--- config.mk ---
export PLATFORM = sky130hd
export DESIGN_NAME = multicycle_control
export DESIGN_NICKNAME = d
export VERILOG_FILES = /design/src/rtl/multicycle_control_pkg.sv /design/src/rtl/multicycle_control_decode.sv /design/src/rtl/multicycle_control.sv
export SDC_FILE = /design/constraint.sdc
export NUM_CORES = 1
export LEC_CHECK = 0
export BUFFER_PORTS_ARGS = -buffer_cell sky130_fd_sc_hd__buf_2
export CAP_MARGIN = 20
export CORE_MARGIN = 2
export CORE_UTILIZATION = 30
export CTS_BUF_LIST = sky130_fd_sc_hd__clkbuf_4 sky130_fd_sc_hd__clkbuf_8
export DETAILED_ROUTE_END_ITERATION = 6
export PLACE_DENSITY_LB_ADDON = 0.15
export SLEW_MARGIN = 0
export SYNTH_ARGS = -nofsm -noshare
export SYNTH_HDL_FRONTEND = slang
export SYNTH_SLANG_ARGS = --single-unit
--- constraint.sdc ---
create_clock -name clk -period 4.05 [get_ports clk]
set_input_delay 0.6075 -clock clk [delete_from_list [all_inputs] [get_ports clk]]
set_output_delay 0.6075 -clock clk [all_outputs]
set_load 0.02 [all_outputs]
--- src/rtl/multicycle_control_pkg.sv ---
// Shared encodings for the multi-cycle MIPS-subset sequencer: opcodes, functs,
// ALU codes, datapath select values, FSM states and the decoded control vector.
package multicycle_control_pkg;

  localparam logic [2:0] OP_ADD = 3'b000;
  localparam logic [2:0] OP_SUB = 3'b001;
  localparam logic [2:0] OP_XOR = 3'b010;
  localparam logic [2:0] OP_SLT = 3'b011;

  localparam logic [5:0] OPC_RTYPE = 6'b000000;
  localparam logic [5:0] OPC_LW    = 6'b100011;
  localparam logic [5:0] OPC_SW    = 6'b101011;
  localparam logic [5:0] OPC_ADDI  = 6'b001000;
  localparam logic [5:0] OPC_XORI  = 6'b001110;
  localparam logic [5:0] OPC_BEQ   = 6'b000100;
  localparam logic [5:0] OPC_J     = 6'b000010;
  localparam logic [5:0] OPC_JAL   = 6'b000011;

  localparam logic [5:0] FN_ADD = 6'b100000;
  localparam logic [5:0] FN_SUB = 6'b100010;
  localparam logic [5:0] FN_SLT = 6'b101010;
  localparam logic [5:0] FN_JR  = 6'b001000;

  localparam logic [1:0] PC_ALU    = 2'b00;
  localparam logic [1:0] PC_ALUOUT = 2'b01;
  localparam logic [1:0] PC_JUMP   = 2'b10;
  localparam logic [1:0] PC_RS     = 2'b11;

  localparam logic [1:0] SRCB_RT     = 2'b00;
  localparam logic [1:0] SRCB_FOUR   = 2'b01;
  localparam logic [1:0] SRCB_IMM    = 2'b10;
  localparam logic [1:0] SRCB_IMM_SH = 2'b11;

  localparam logic [1:0] DST_RT = 2'b00;
  localparam logic [1:0] DST_RD = 2'b01;
  localparam logic [1:0] DST_RA = 2'b10;

  localparam logic [1:0] M2R_ALUOUT = 2'b00;
  localparam logic [1:0] M2R_MDR    = 2'b01;
  localparam logic [1:0] M2R_PC     = 2'b10;

  typedef enum logic [3:0] {
    FETCH, DECODE, EXEC_R, WB_R, EXEC_I, WB_I, MEM_ADDR, MEM_RD,
    WB_MEM, MEM_WR, BRANCH, JUMP, JAL, JR, TRAP
  } state_t;

  typedef struct packed {
    logic       i_or_d;
    logic       mem_read;
    logic       mem_write;
    logic       ir_write;
    logic       pc_en;
    logic [1:0] pc_source;
    logic       alu_src_a;
    logic [1:0] alu_src_b;
    logic [2:0] alu_op;
    logic       reg_write;
    logic [1:0] reg_dst;
    logic [1:0] mem_to_reg;
    logic       illegal;
  } ctrl_t;

  // Instruction dispatch out of DECODE; unknown encodings land in TRAP.
  function automatic state_t decode_next(input logic [5:0] opcode,
                                         input logic [5:0] funct);
    state_t ns;
    ns = TRAP;
    case (opcode)
      OPC_RTYPE: begin
        case (funct)
          FN_ADD, FN_SUB, FN_SLT: ns = EXEC_R;
          FN_JR:                  ns = JR;
          default:                ns = TRAP;
        endcase
      end
      OPC_LW, OPC_SW:     ns = MEM_ADDR;
      OPC_ADDI, OPC_XORI: ns = EXEC_I;
      OPC_BEQ:            ns = BRANCH;
      OPC_J:              ns = JUMP;
      OPC_JAL:            ns = JAL;
      default:            ns = TRAP;
    endcase
    return ns;
  endfunction

endpackage

--- src/rtl/multicycle_control_decode.sv ---
// Combinational state-to-control table. Only FETCH (mem_ready) and BRANCH
// (zero) look at live inputs; the rest depend on state and the latched IR.
module control_decode
  import multicycle_control_pkg::*;
(
  input  state_t     state,
  input  logic [5:0] opcode,
  input  logic [5:0] funct,
  input  logic       mem_ready,
  input  logic       zero,
  output ctrl_t      ctrl
);

  always_comb begin
    // NOTE: assigning the whole vector first keeps every path fully specified,
    // so no latches are inferred for fields a state does not mention.
    ctrl = '0;
    case (state)
      FETCH: begin
        ctrl.mem_read  = 1'b1;
        ctrl.alu_src_b = SRCB_FOUR;
        ctrl.alu_op    = OP_ADD;
        ctrl.pc_source = PC_ALU;
        ctrl.ir_write  = mem_ready;
        ctrl.pc_en     = mem_ready;
      end
      DECODE: begin
        ctrl.alu_src_b = SRCB_IMM_SH;
        ctrl.alu_op    = OP_ADD;
      end
      EXEC_R: begin
        ctrl.alu_src_a = 1'b1;
        ctrl.alu_src_b = SRCB_RT;
        ctrl.alu_op    = (funct == FN_SUB) ? OP_SUB :
                         (funct == FN_SLT) ? OP_SLT : OP_ADD;
      end
      WB_R: begin
        ctrl.reg_write  = 1'b1;
        ctrl.reg_dst    = DST_RD;
        ctrl.mem_to_reg = M2R_ALUOUT;
      end
      EXEC_I: begin
        ctrl.alu_src_a = 1'b1;
        ctrl.alu_src_b = SRCB_IMM;
        ctrl.alu_op    = (opcode == OPC_XORI) ? OP_XOR : OP_ADD;
      end
      WB_I: begin
        ctrl.reg_write  = 1'b1;
        ctrl.reg_dst    = DST_RT;
        ctrl.mem_to_reg = M2R_ALUOUT;
      end
      MEM_ADDR: begin
        ctrl.alu_src_a = 1'b1;
        ctrl.alu_src_b = SRCB_IMM;
        ctrl.alu_op    = OP_ADD;
      end
      MEM_RD: begin
        ctrl.i_or_d   = 1'b1;
        ctrl.mem_read = 1'b1;
      end
      WB_MEM: begin
        ctrl.reg_write  = 1'b1;
        ctrl.reg_dst    = DST_RT;
        ctrl.mem_to_reg = M2R_MDR;
      end
      MEM_WR: begin
        ctrl.i_or_d    = 1'b1;
        ctrl.mem_write = 1'b1;
      end
      BRANCH: begin
        ctrl.alu_src_a = 1'b1;
        ctrl.alu_src_b = SRCB_RT;
        ctrl.alu_op    = OP_SUB;
        ctrl.pc_source = PC_ALUOUT;
        ctrl.pc_en     = zero;
      end
      JUMP: begin
        ctrl.pc_source = PC_JUMP;
        ctrl.pc_en     = 1'b1;
      end
      JAL: begin
        ctrl.pc_source  = PC_JUMP;
        ctrl.pc_en      = 1'b1;
        ctrl.reg_write  = 1'b1;
        ctrl.reg_dst    = DST_RA;
        ctrl.mem_to_reg = M2R_PC;
      end
      JR: begin
        ctrl.pc_source = PC_RS;
        ctrl.pc_en     = 1'b1;
      end
      TRAP:    ctrl.illegal = 1'b1;
      default: ctrl = '0;
    endcase
  end

endmodule

--- src/rtl/multicycle_control.sv ---
// Multi-cycle sequencer: state register, next-state logic, retired-instruction
// counter, and the control table with all outputs forced low during reset.
module multicycle_control
  import multicycle_control_pkg::*;
#(
  parameter int CNT_W = 32
) (
  input  logic             clk,
  input  logic             reset,
  input  logic [5:0]       instruction,
  input  logic [5:0]       instruction_funct,
  input  logic             zero,
  input  logic             mem_ready,
  output logic             i_or_d,
  output logic             mem_read,
  output logic             mem_write,
  output logic             ir_write,
  output logic             pc_en,
  output logic [1:0]       pc_source,
  output logic             alu_src_a,
  output logic [1:0]       alu_src_b,
  output logic [2:0]       alu_op,
  output logic             reg_write,
  output logic [1:0]       reg_dst,
  output logic [1:0]       mem_to_reg,
  output logic             illegal,
  output logic [CNT_W-1:0] retired
);

  state_t state, next_state;
  ctrl_t  ctrl, gated;
  logic   completing;

  // NOTE: sequential state uses non-blocking assignment so every register
  // samples pre-edge values regardless of process ordering.
  always_ff @(posedge clk or posedge reset) begin
    if (reset) state <= FETCH;
    else       state <= next_state;
  end

  always_comb begin
    next_state = state;
    case (state)
      FETCH:    if (mem_ready) next_state = DECODE;
      DECODE:   next_state = decode_next(instruction, instruction_funct);
      EXEC_R:   next_state = WB_R;
      EXEC_I:   next_state = WB_I;
      MEM_ADDR: next_state = (instruction == OPC_SW) ? MEM_WR : MEM_RD;
      MEM_RD:   if (mem_ready) next_state = WB_MEM;
      MEM_WR:   if (mem_ready) next_state = FETCH;
      WB_R, WB_I, WB_MEM, BRANCH, JUMP, JAL, JR: next_state = FETCH;
      TRAP:     next_state = TRAP;
      default:  next_state = FETCH;
    endcase
  end

  // A FETCH stall loops FETCH->FETCH and is not a completion.
  assign completing = (state != FETCH) && (next_state == FETCH);

  always_ff @(posedge clk or posedge reset) begin
    if (reset)           retired <= '0;
    else if (completing) retired <= retired + CNT_W'(1);
  end

  control_decode u_decode (
    .state     (state),
    .opcode    (instruction),
    .funct     (instruction_funct),
    .mem_ready (mem_ready),
    .zero      (zero),
    .ctrl      (ctrl)
  );

  // NOTE: gating with reset itself drops in-flight strobes the moment reset
  // rises, without waiting for the state register to settle.
  assign gated = reset ? '0 : ctrl;

  assign i_or_d     = gated.i_or_d;
  assign mem_read   = gated.mem_read;
  assign mem_write  = gated.mem_write;
  assign ir_write   = gated.ir_write;
  assign pc_en      = gated.pc_en;
  assign pc_source  = gated.pc_source;
  assign alu_src_a  = gated.alu_src_a;
  assign alu_src_b  = gated.alu_src_b;
  assign alu_op     = gated.alu_op;
  assign reg_write  = gated.reg_write;
  assign reg_dst    = gated.reg_dst;
  assign mem_to_reg = gated.mem_to_reg;
  assign illegal    = gated.illegal;

endmodule

==> tab_implementation.tex, run 1 <==
\begin{tabular}{lr}
\hline
Metric & Value \\
\hline
\multicolumn{2}{l}{\textbf{Run}} \\
Max-cap check violation count & 0 \\
\multicolumn{2}{l}{\textbf{Layout}} \\
N\_diodes & 0 \\
Synth-to-Final Area Change & 23.2\% \\
Share of cells above drive strength 1 & 29.1\% \\
Fin cells & 422 \\
Final nets & 336 \\
Filler Cells Inserted & 813 \\
\multicolumn{2}{l}{\textbf{CTS}} \\
Clock tree buffer depth & 2 \\
Clock net sink count & 36 \\
Root Buffer & clkbuf\_8 \\
Buffer count from post-CTS setup fixing & 0 \\
Reg clk slew, reported paths & 80 ps \\
Number of buffers inserted during clock tree synthesis & 5 \\
Clock latency at the later pin of the worst-skew pair & 290 ps \\
Number of H-tree levels & 2 \\
Number of gates given a new drive strength after cts & 0 \\
CTS tree & yes \\
Hold-fix buffer count after cts & 0 \\
\multicolumn{2}{l}{\textbf{Setup path}} \\
Critical path type & flop to flop \\
Worst setup path endpoint & retired[18] \\
Critical path data required time & 4270 ps \\
Beginning of the worst register-to-register path & state[2] \\
Number of cells traversed by the worst register-to-register path & 7 \\
Nature of the critical path startpoint & flop \\
Critical path origin & state[2] \\
Endpoint of the lowest-slack register-to-register path & retired[18] \\
Arrival time at the worst endpoint & 3240 ps \\
Kind of end point of the critical path & flop \\
FF-to-FF setup slack & 1030 ps \\
Highest fanout seen on the critical path & 22 \\
\multicolumn{2}{l}{\textbf{Power and ir drop}} \\
Combinational Power Share & 41.3\% \\
Net switching share of the total power & 41.3\% \\
Post-layout total power & 0.00160 W \\
Max IR drop VDD & 281 µV \\
Relative contribution of the clock network to total power & 27.7\% \\
Internal & 0.000941 W \\
Switching Power & 0.000663 W \\
Power density over cell area & 554 nW/µm² \\
Static leakage power & 1.44 nW \\
Power share of the sequential group & 31.0\% \\
\multicolumn{2}{l}{\textbf{Routing}} \\
Total via count in the routed design & 2167 \\
DR DRC count & 0 \\
TritonRoute pass-1 iters & 4 \\
Routed WL per cell & 13.8 µm \\
DR vias/cell & 5.14 \\
Detailed router's first-iteration violation count & 69 \\
Antenna-violating nets left & 0 \\
Routed WL & 5830 µm \\
\multicolumn{2}{l}{\textbf{Outcome}} \\
Run status & completed \\
\multicolumn{2}{l}{\textbf{Synthesis}} \\
Sequential area share after synthesis & 38.3\% \\
Post-synth top area share & 38.3\% \\
Yosys synthesis warning count & 0 \\
Number of synthesized register bits & 36 \\
Number of enable flip-flop cells after synthesis & 0 \\
Cell variety after synth & 50 \\
Post-synth top cells & 36 x dfrtp\_1, 22 x nor2\_1, 21 x nand3\_1, 21 x xor2\_1, 17 x nand2\_1 \\
Post-synthesis cell count & 261 \\
Most frequent cell after synthesis & dfrtp\_1 \\
Post-synth design cell area & 2350 µm² \\
Largest area contributor in the synthesized netlist & dfrtp\_1 \\
Post-synthesis average cell area & 9.00 µm² \\
Dominant register cell in the synthesized netlist & dfrtp\_1 \\
Largest cells by area after synthesis & dfrtp\_1 38\%, xor2\_1 7.8\%, nand3\_1 4.5\% \\
Synthesized net count & 278 \\
Proportion of register bits with asynchronous set or reset after synthesis & 100\% \\
\multicolumn{2}{l}{\textbf{Die}} \\
Area of the core & 7650 µm² \\
Number of placed I/O pins & 67 \\
Initial Util & 30.7\% \\
Total number of placement rows & 32 \\
Die Outline Area & 8560 µm² \\
Die Span X & 92.5 µm \\
Die height & 92.5 µm \\
\multicolumn{2}{l}{\textbf{STA}} \\
Slew at the pin with the worst max-slew slack & 694 ps \\
Hold violation count in the final report & 0 \\
Fin crit period & 3020 ps \\
Final Slew Violations & 0 \\
Final-report setup violation count & 0 \\
Worst clock skew & 9.71 ps \\
Setup repair after global routing missed its margin & no \\
Max frequency & 0.331 GHz \\
Smallest setup slack after layout & 1030 ps \\
Final cycle utilization of the critical path & 74.6\% \\
Slew margin rel. & 53.6\% \\
Sum Neg Setup Slack & 0 ps \\
\multicolumn{2}{l}{\textbf{Global route}} \\
Pin count of the biggest net entering global routing & 40 \\
Antenna violations before repair & 0 \\
Number of global-route vias before repair & 2005 \\
First-pass GRT wire length & 9920 µm \\
Gr ovfl total & 0 \\
Global router's overall resource usage & 14.3\% \\
\multicolumn{2}{l}{\textbf{Placed design}} \\
Weighted congestion at the end of routability-driven global placement & 0.821 \\
Quantity of I/O buffers inserted on ports & 65 \\
Worst slack at placement & 877 ps \\
Dpl hpwl & 4170 µm \\
Post-placement cell count & 414 \\
\multicolumn{2}{l}{\textbf{Hold path}} \\
Hold crit path type & flop to flop \\
\hline
\end{tabular}
==> layer usage <==
| metal | global-route usage, % | wire length, µm | vias up |
|---|---|---|---|
| li1 | - | - | 1064 |
| met1 | 21.1 | 2970 | 1050 |
| met2 | 20.9 | 2530 | 48 |
| met3 | 3.91 | 280 | 5 |
| met4 | 2.99 | 48 | 0 |
| met5 | 0 | 0 | - |
==> registers in the layout, indices dropped and copies added (netlist names) <==
signal,cells
retired,32
state,4
==> per-stage QoR <==
stage               cell area (µm²)  hold slack, ps  utilization, %
global placement               2740             469            35.8
CTS                            2890             469            37.8
global route                   2890             485            37.8
detailed placement             2740             455            35.8
floorplan                      2350             578               -
finish                         2890             461            37.8
==> worst min-delay path by stage <==
stage	startpoint	end	slack, ps	depth (start not counted)
after floorplan	retired[31]	retired[31]	580	1
final	retired[31]	retired[31]	460	1
after global routing	retired[31]	retired[31]	480	1
after CTS	retired[31]	retired[31]	470	1
after detailed placement	retired[31]	retired[31]	460	1
after global placement	retired[21]	retired[21]	470	1
==> cell families after synthesis <==
| family | Yosys count | share of synthesized area [%] |
|---|---|---|
| AO/OA/AOI/OAI | 30 | 8.95 |
| XOR/XNOR | 32 | 11.9 |
| adder cells (fa/ha/maj) | 1 | 0.532 |
| buffers and inverters | 25 | 5.11 |
| flip-flops | 36 | 38.3 |
| multiplexers | 2 | 0.905 |
| other | 1 | 0.160 |
| AND/OR/NAND/NOR | 134 | 34.1 |
==> layout by cell type (no fill, tap or decap), types with 3 or more instances in the layout <==
cell and n:
nor2b_1 4, a31oi_1 4, xor2_1 21, nor4_2 6
or3_1 3, nand2_1 17, nand2b_1 4, nor3_1 11
nand4_1 7, a211oi_1 3, nand3_1 21, dfrtp_1 36
buf_4 3, a21oi_1 8, buf_2 65, or2_2 3
and4_1 6, nor4_1 7, and3_1 8, xnor2_1 11
o21ai_0 4, inv_1 8, bufinv_16 3, nor2_1 22
clkbuf_8 5
==> power groups by stage <==
stage	Sequential (W)	Clock, W	Combinational, W
after global placement	0.000502	0	0.000664
after floorplan	0.000475	0	0.000539
after detailed placement	0.000503	0	0.000666
after CTS	0.000497	0.000452	0.000670
final	0.000497	0.000444	0.000662
after global routing	0.000511	0.000469	0.000740
==> critical path, stage by stage (launching register included) <==
cell and delay, ps:
dfrtp_1 760, or4b_1 290, a211oi_1 60, a211o_1 300
a31oi_1 260, nand4_2 600, nor4_2 510, xor2_1 170
==> area by class of cell <==
class                      instances  area [µm²]  share of cell area, %
tap                              102         128                   4.41
sequential                        36         901                   31.1
clock buffer                       5        68.8                   2.38
multi-input combinational        200        1330                   45.9
clock inverter                     3        90.1                   3.11
timing repair buffer              68         348                   12.0
inverter                           8        30.0                   1.04
Note: power is estimated with default switching activity, not from simulation.
==> inputs of run 2 (changes only) <==
==> constraint.sdc (replaced) <==
create_clock -name clk -period 2.9 [get_ports clk]
set_input_delay 0.435 -clock clk [delete_from_list [all_inputs] [get_ports clk]]
set_output_delay 0.435 -clock clk [all_outputs]
set_load 0.02 [all_outputs]
==> run 2 against run 1 <==
- utilization increased by 0.31 points
- clock skew about the same
- first-iteration DRC count fell by 5.8%
- non-clock buffer count rose by 3
==> tab_implementation.tex, run 2 (synthesis gave the netlist of run 1 again) <==
\begin{tabular}{lr}
\hline
Metric & Value \\
\hline
\multicolumn{2}{l}{\textbf{STA}} \\
Hold violation count in the final report & 0 \\
Max frequency & 0.413 GHz \\
Final Slew Violations & 0 \\
Sum Neg Setup Slack & 0 ps \\
Slew margin rel. & 66.2\% \\
Final cycle utilization of the critical path & 83.5\% \\
Hold slack final & 428 ps \\
Setup repair after global routing missed its margin & no \\
Final-report setup violation count & 0 \\
Fin crit period & 2420 ps \\
Slew at the pin with the worst max-slew slack & 503 ps \\
Worst clock skew & 9.80 ps \\
\multicolumn{2}{l}{\textbf{CTS}} \\
Clock net sink count & 36 \\
Hold-fix buffer count after cts & 0 \\
Buffer count from post-CTS setup fixing & 0 \\
Clock tree buffer depth & 2 \\
Number of H-tree levels & 2 \\
Root Buffer & clkbuf\_8 \\
Reg clk slew, reported paths & 80 ps \\
Clock latency at the later pin of the worst-skew pair & 290 ps \\
Number of buffers inserted during clock tree synthesis & 5 \\
CTS tree & yes \\
Number of gates given a new drive strength after cts & 0 \\
\multicolumn{2}{l}{\textbf{Routing}} \\
Routed WL & 5730 µm \\
Routed WL per cell & 13.5 µm \\
Detailed router's first-iteration violation count & 65 \\
DR vias/cell & 4.95 \\
TritonRoute pass-1 iters & 4 \\
Total via count in the routed design & 2105 \\
Antenna-violating nets left & 0 \\
DR DRC count & 0 \\
\multicolumn{2}{l}{\textbf{Layout}} \\
Top library cells by usage in the layout, fill and taps aside & 65 x buf\_2, 36 x dfrtp\_1, 22 x nor2\_1 \\
Share of cells above drive strength 1 & 29.7\% \\
Final nets & 339 \\
Flip-flop count of the largest register, all copies and words added & 32 \\
Synth-to-Final Area Change & 24.2\% \\
Register name with the most flops & retired \\
Most common cell after layout, fill and taps aside & buf\_2 \\
Top Registers & retired x32, state x4 \\
N\_diodes & 0 \\
\multicolumn{2}{l}{\textbf{Placed design}} \\
Weighted congestion at the end of routability-driven global placement & 0.800 \\
Quantity of I/O buffers inserted on ports & 65 \\
Dpl hpwl & 4230 µm \\
\multicolumn{2}{l}{\textbf{Die}} \\
Die Outline Area & 8560 µm² \\
Die Span X & 92.5 µm \\
Number of placed I/O pins & 67 \\
Initial Util & 30.7\% \\
Total number of placement rows & 32 \\
Area of the core & 7650 µm² \\
Die height & 92.5 µm \\
\multicolumn{2}{l}{\textbf{Power and ir drop}} \\
Power share of the sequential group & 28.6\% \\
Net switching share of the total power & 40.6\% \\
Relative contribution of the clock network to total power & 27.3\% \\
Power density over cell area & 776 nW/µm² \\
Static leakage power & 1.45 nW \\
Combinational Power Share & 44.1\% \\
Internal & 0.00135 W \\
Max IR drop VDD & 460 µV \\
Switching Power & 0.000918 W \\
\multicolumn{2}{l}{\textbf{Global route}} \\
Gr ovfl total & 0 \\
Pin count of the biggest net entering global routing & 37 \\
First-pass GRT wire length & 9470 µm \\
Antenna violations before repair & 0 \\
Number of global-route vias before repair & 1922 \\
Global router's overall resource usage & 13.6\% \\
\multicolumn{2}{l}{\textbf{Setup path}} \\
Cells along the critical path & or4b\_1 > nor4bb\_1 > a211o\_1 > a31oi\_1 > and4\_1 > and3\_1 > xor2\_1 \\
Nature of the critical path startpoint & flop \\
Kind of end point of the critical path & flop \\
Kind of cell with the highest combined delay on the critical path & simple AND/OR/NAND/NOR gates \\
Max stage delay cell, worst path & or4b\_1 \\
Highest fanout seen on the critical path & 11 \\
Critical path data required time & 3070 ps \\
Critical path type & flop to flop \\
Buffering stage count on the worst path with inverters included & 0 \\
Arrival time at the worst endpoint & 2590 ps \\
Max stage delay on crit path & 620 ps \\
\multicolumn{2}{l}{\textbf{Hold path}} \\
Hold crit path type & input pin to asynchronous set/reset pin \\
\multicolumn{2}{l}{\textbf{Outcome}} \\
Run status & completed \\
\multicolumn{2}{l}{\textbf{Run}} \\
Max-cap check violation count & 0 \\
\hline
\end{tabular}
run 2: worst paths after layout:
path                                   from     endpoint  slack (ps)  depth (start not counted)
worst max-delay path               state[3]   retired[5]         480                          7
worst min-delay path                  reset  retired[27]         430                          3
worst max register to register     state[3]   retired[5]         480                          7
worst min register to register  retired[31]  retired[31]         480                          1
max in group asynchronous             reset   retired[7]        2140                          3
min in group clk                retired[31]  retired[31]         480                          1
run 2: layout make-up:
type | count | area [µm²]
fillers | 786 | 4730
multi-input cells | 200 | 1330
flip-flops and latches | 36 | 901
repair buffers | 71 | 370
well taps | 102 | 128
clock inverters | 3 | 90.1
clock buffers | 5 | 68.8
inverters | 8 | 30.0
run 2: tightest hold or removal path, delay by kind of cell:
kind                   cells  cell delay, ps
buffers and inverters      3             710
run 2: per-layer routing:
layer | track usage, % | wire [µm]
met1 | 19.8 | 2910
met2 | 20.4 | 2510
met3 | 2.77 | 275
met4 | 3.73 | 38
met5 | 0 | 0
run 2: per-stage QoR:
step | util, % | instances | cell area, µm² | power [W] | setup WS [ps]
floorplan | - | 261 | 2350 | 0.00142 | 9.26
global placement | 36.1 | 417 | 2760 | 0.00166 | 331
detailed placement | 36.1 | 417 | 2760 | 0.00166 | 270
CTS | 38.2 | 425 | 2920 | 0.00229 | 436
global route | 38.2 | 425 | 2920 | 0.00243 | 350
finish | 38.2 | 425 | 2920 | 0.00226 | 478
run 2: power groups by stage:
stage / registers [W] / logic (W) / clock network, W
2_1_floorplan: 0.000664 / 0.000755 / 0
3_3_place_gp: 0.000659 / 0.000998 / 0
3_5_place_dp: 0.000656 / 0.00100 / 0
4_1_cts: 0.000648 / 0.00101 / 0.000632
5_1_grt: 0.000665 / 0.00111 / 0.000651
6_report: 0.000648 / 0.000998 / 0.000618
==> inputs of run 3 (changes only) <==
==> constraint.sdc (replaced) <==
create_clock -name clk -period 2.3 [get_ports clk]
set_input_delay 0.345 -clock clk [delete_from_list [all_inputs] [get_ports clk]]
set_output_delay 0.345 -clock clk [all_outputs]
set_load 0.02 [all_outputs]
==> run 3 against run 2 <==
- global-route usage increased by 1.4 points
- clock power decreased by 28%
- worst hold slack got worse by 85 ps
- sequential share of layout area decreased by 4.3 points
- sequential cell count unchanged
- count of clock-buffer cells in the layout unchanged
- register-to-register slack got worse by 420 ps
- die area unchanged
- wire length increased by 15%
- sequential power increased by 24%
- non-clock buffer count increased by 40
==> tab_implementation.tex, run 3 (synthesis gave the netlist of run 1 again) <==
\begin{tabular}{lr}
\hline
Metric & Value \\
\hline
\multicolumn{2}{l}{\textbf{Global route}} \\
First-pass GRT wire length & 10500 µm \\
Global router's overall resource usage & 15.0\% \\
Number of global-route vias before repair & 2188 \\
Gr ovfl total & 0 \\
Antenna violations before repair & 0 \\
Pin count of the biggest net entering global routing & 37 \\
\multicolumn{2}{l}{\textbf{Layout}} \\
Filler Cells Inserted & 777 \\
Final nets & 379 \\
Register name with the most flops & retired \\
Most common cell after layout, fill and taps aside & buf\_2 \\
Top Registers & retired x32, state x4 \\
Top library cells by usage in the layout, fill and taps aside & 66 x buf\_2, 36 x dfrtp\_1, 35 x buf\_4 \\
Synth-to-Final Area Change & 44.5\% \\
Share of cells above drive strength 1 & 43.0\% \\
Flip-flop count of the largest register, all copies and words added & 32 \\
N\_diodes & 0 \\
\multicolumn{2}{l}{\textbf{Setup path}} \\
Critical path type & flop to flop \\
Critical path data required time & 2520 ps \\
Kind of end point of the critical path & flop \\
Cell with the most instances on the worst path & buf\_6 \\
Number of cells traversed by the worst register-to-register path & 9 \\
Beginning of the worst register-to-register path & state[0] \\
Max stage delay on crit path & 370 ps \\
FF-to-FF setup slack & 60 ps \\
Cells along the critical path & buf\_6 > buf\_6 > o21ai\_0 > a31oi\_1 > and4\_4 > nand4\_4 > buf\_12 > nor4\_4 > xor2\_1 \\
Nature of the critical path startpoint & flop \\
Highest fanout seen on the critical path & 14 \\
Max stage delay cell, worst path & dfrtp\_1 \\
Arrival time at the worst endpoint & 2470 ps \\
Endpoint of the lowest-slack register-to-register path & retired[28] \\
\multicolumn{2}{l}{\textbf{STA}} \\
Fin crit period & 2240 ps \\
Setup repair after global routing missed its margin & yes \\
Slew margin rel. & 54.9\% \\
Worst clock skew & 6.90 ps \\
Final Slew Violations & 0 \\
Final cycle utilization of the critical path & 97.6\% \\
Smallest setup slack after layout & 55.7 ps \\
Slew at the pin with the worst max-slew slack & 675 ps \\
Hold violation count in the final report & 0 \\
Max frequency & 0.446 GHz \\
Final-report setup violation count & 0 \\
\multicolumn{2}{l}{\textbf{Placed design}} \\
Weighted congestion at the end of routability-driven global placement & 0.765 \\
Worst slack at placement & -159 ps \\
Quantity of I/O buffers inserted on ports & 65 \\
Dpl hpwl & 4600 µm \\
\multicolumn{2}{l}{\textbf{CTS}} \\
CTS tree & yes \\
Number of H-tree levels & 2 \\
Reg clk slew, reported paths & 80 ps \\
Clock net sink count & 36 \\
Root Buffer & clkbuf\_8 \\
Clock tree buffer depth & 2 \\
Number of buffers inserted during clock tree synthesis & 5 \\
Clock latency at the later pin of the worst-skew pair & 290 ps \\
Hold-fix buffer count after cts & 0 \\
\multicolumn{2}{l}{\textbf{Outcome}} \\
Run status & completed \\
\multicolumn{2}{l}{\textbf{Run}} \\
Max-cap check violation count & 0 \\
\multicolumn{2}{l}{\textbf{Routing}} \\
Routed WL per cell & 14.2 µm \\
Antenna-violating nets left & 0 \\
Detailed router's first-iteration violation count & 87 \\
TritonRoute pass-1 iters & 4 \\
Routed WL & 6600 µm \\
DR vias/cell & 4.99 \\
Total via count in the routed design & 2319 \\
DR DRC count & 0 \\
\multicolumn{2}{l}{\textbf{Die}} \\
Die height & 92.5 µm \\
Total number of placement rows & 32 \\
Initial Util & 30.7\% \\
Area of the core & 7650 µm² \\
Die Span X & 92.5 µm \\
Die Outline Area & 8560 µm² \\
Number of placed I/O pins & 67 \\
\multicolumn{2}{l}{\textbf{Hold path}} \\
Hold crit path type & input pin to asynchronous set/reset pin \\
\multicolumn{2}{l}{\textbf{Power and ir drop}} \\
Static leakage power & 1.74 nW \\
Post-layout total power & 0.00339 W \\
Power density over cell area & 999 nW/µm² \\
Max IR drop VDD & 539 µV \\
\hline
\end{tabular}
[run 3: what timing repair did]
action | in CTS | in global routing
endpoints found under the setup margin | 1 | 22
buffers inserted | 0 | 10
cloned | 0 | 3
pin swaps | 0 | 14
gates resized for setup | 1 | 33
[run 3: how the worst max path moves through the flow]
| stage | from | end | slack (ps) | depth (start not counted) |
|---|---|---|---|---|
| 2_1_floorplan | state[2] | alu_op[1] | 60 | 5 |
| 3_3_place_gp | instruction_funct[0] | retired[28] | -160 | 9 |
| 3_5_place_dp | instruction_funct[0] | retired[28] | -160 | 9 |
| 4_1_cts | state[2] | retired[28] | 10 | 9 |
| 5_1_grt | state[0] | retired[28] | -80 | 9 |
| 6_report | state[0] | retired[28] | 60 | 9 |
[run 3: layout make-up]
type / count / area, µm² / share of cell area, %
multi-input combinational: 200 / 1500 / 44.2
sequential: 36 / 901 / 26.5
timing repair buffer: 111 / 746 / 22.0
tap: 102 / 128 / 3.76
clock buffer: 5 / 68.8 / 2.03
inverter: 8 / 33.8 / 0.995
clock inverter: 3 / 18.8 / 0.553
[run 3: where the power goes]
group	switching, W	leakage, nW	internal (W)
combinational	0.00112	1.21	0.00102
clock	0.000234	0.0479	0.000211
sequential	0.0000929	0.479	0.000711
[run 3: critical path: cells and delay by family (launching register included)]
family / cells / cell delay [ps]
flip-flops: 1 / 370
AND/OR/NAND/NOR: 3 / 760
XOR/XNOR: 1 / 160
AO/OA/AOI/OAI: 2 / 340
buffers and inverters: 3 / 550
[run 3: metrics by stage]
step                      hold slack (ps)  util, %  instance area [µm²]  std cells  setup TNS [ps]
after floorplan                       531        -                 2380        261               0
final                                 344     44.4                 3390        465               0
after CTS                             360     40.4                 3090        452               0
after detailed placement              481     39.2                 3000        444           -1760
after global placement                467     39.2                 3000        444           -1660
after global routing                  403     44.4                 3390        465            -397
[run 3: routing by layer]
metal	GRT usage (%)	vias to the layer above	routed length, µm
li1	-	1142	-
met1	21.2	1124	3150
met2	23.7	47	3120
met3	2.85	6	272
met4	3.73	0	57
met5	0	-	0
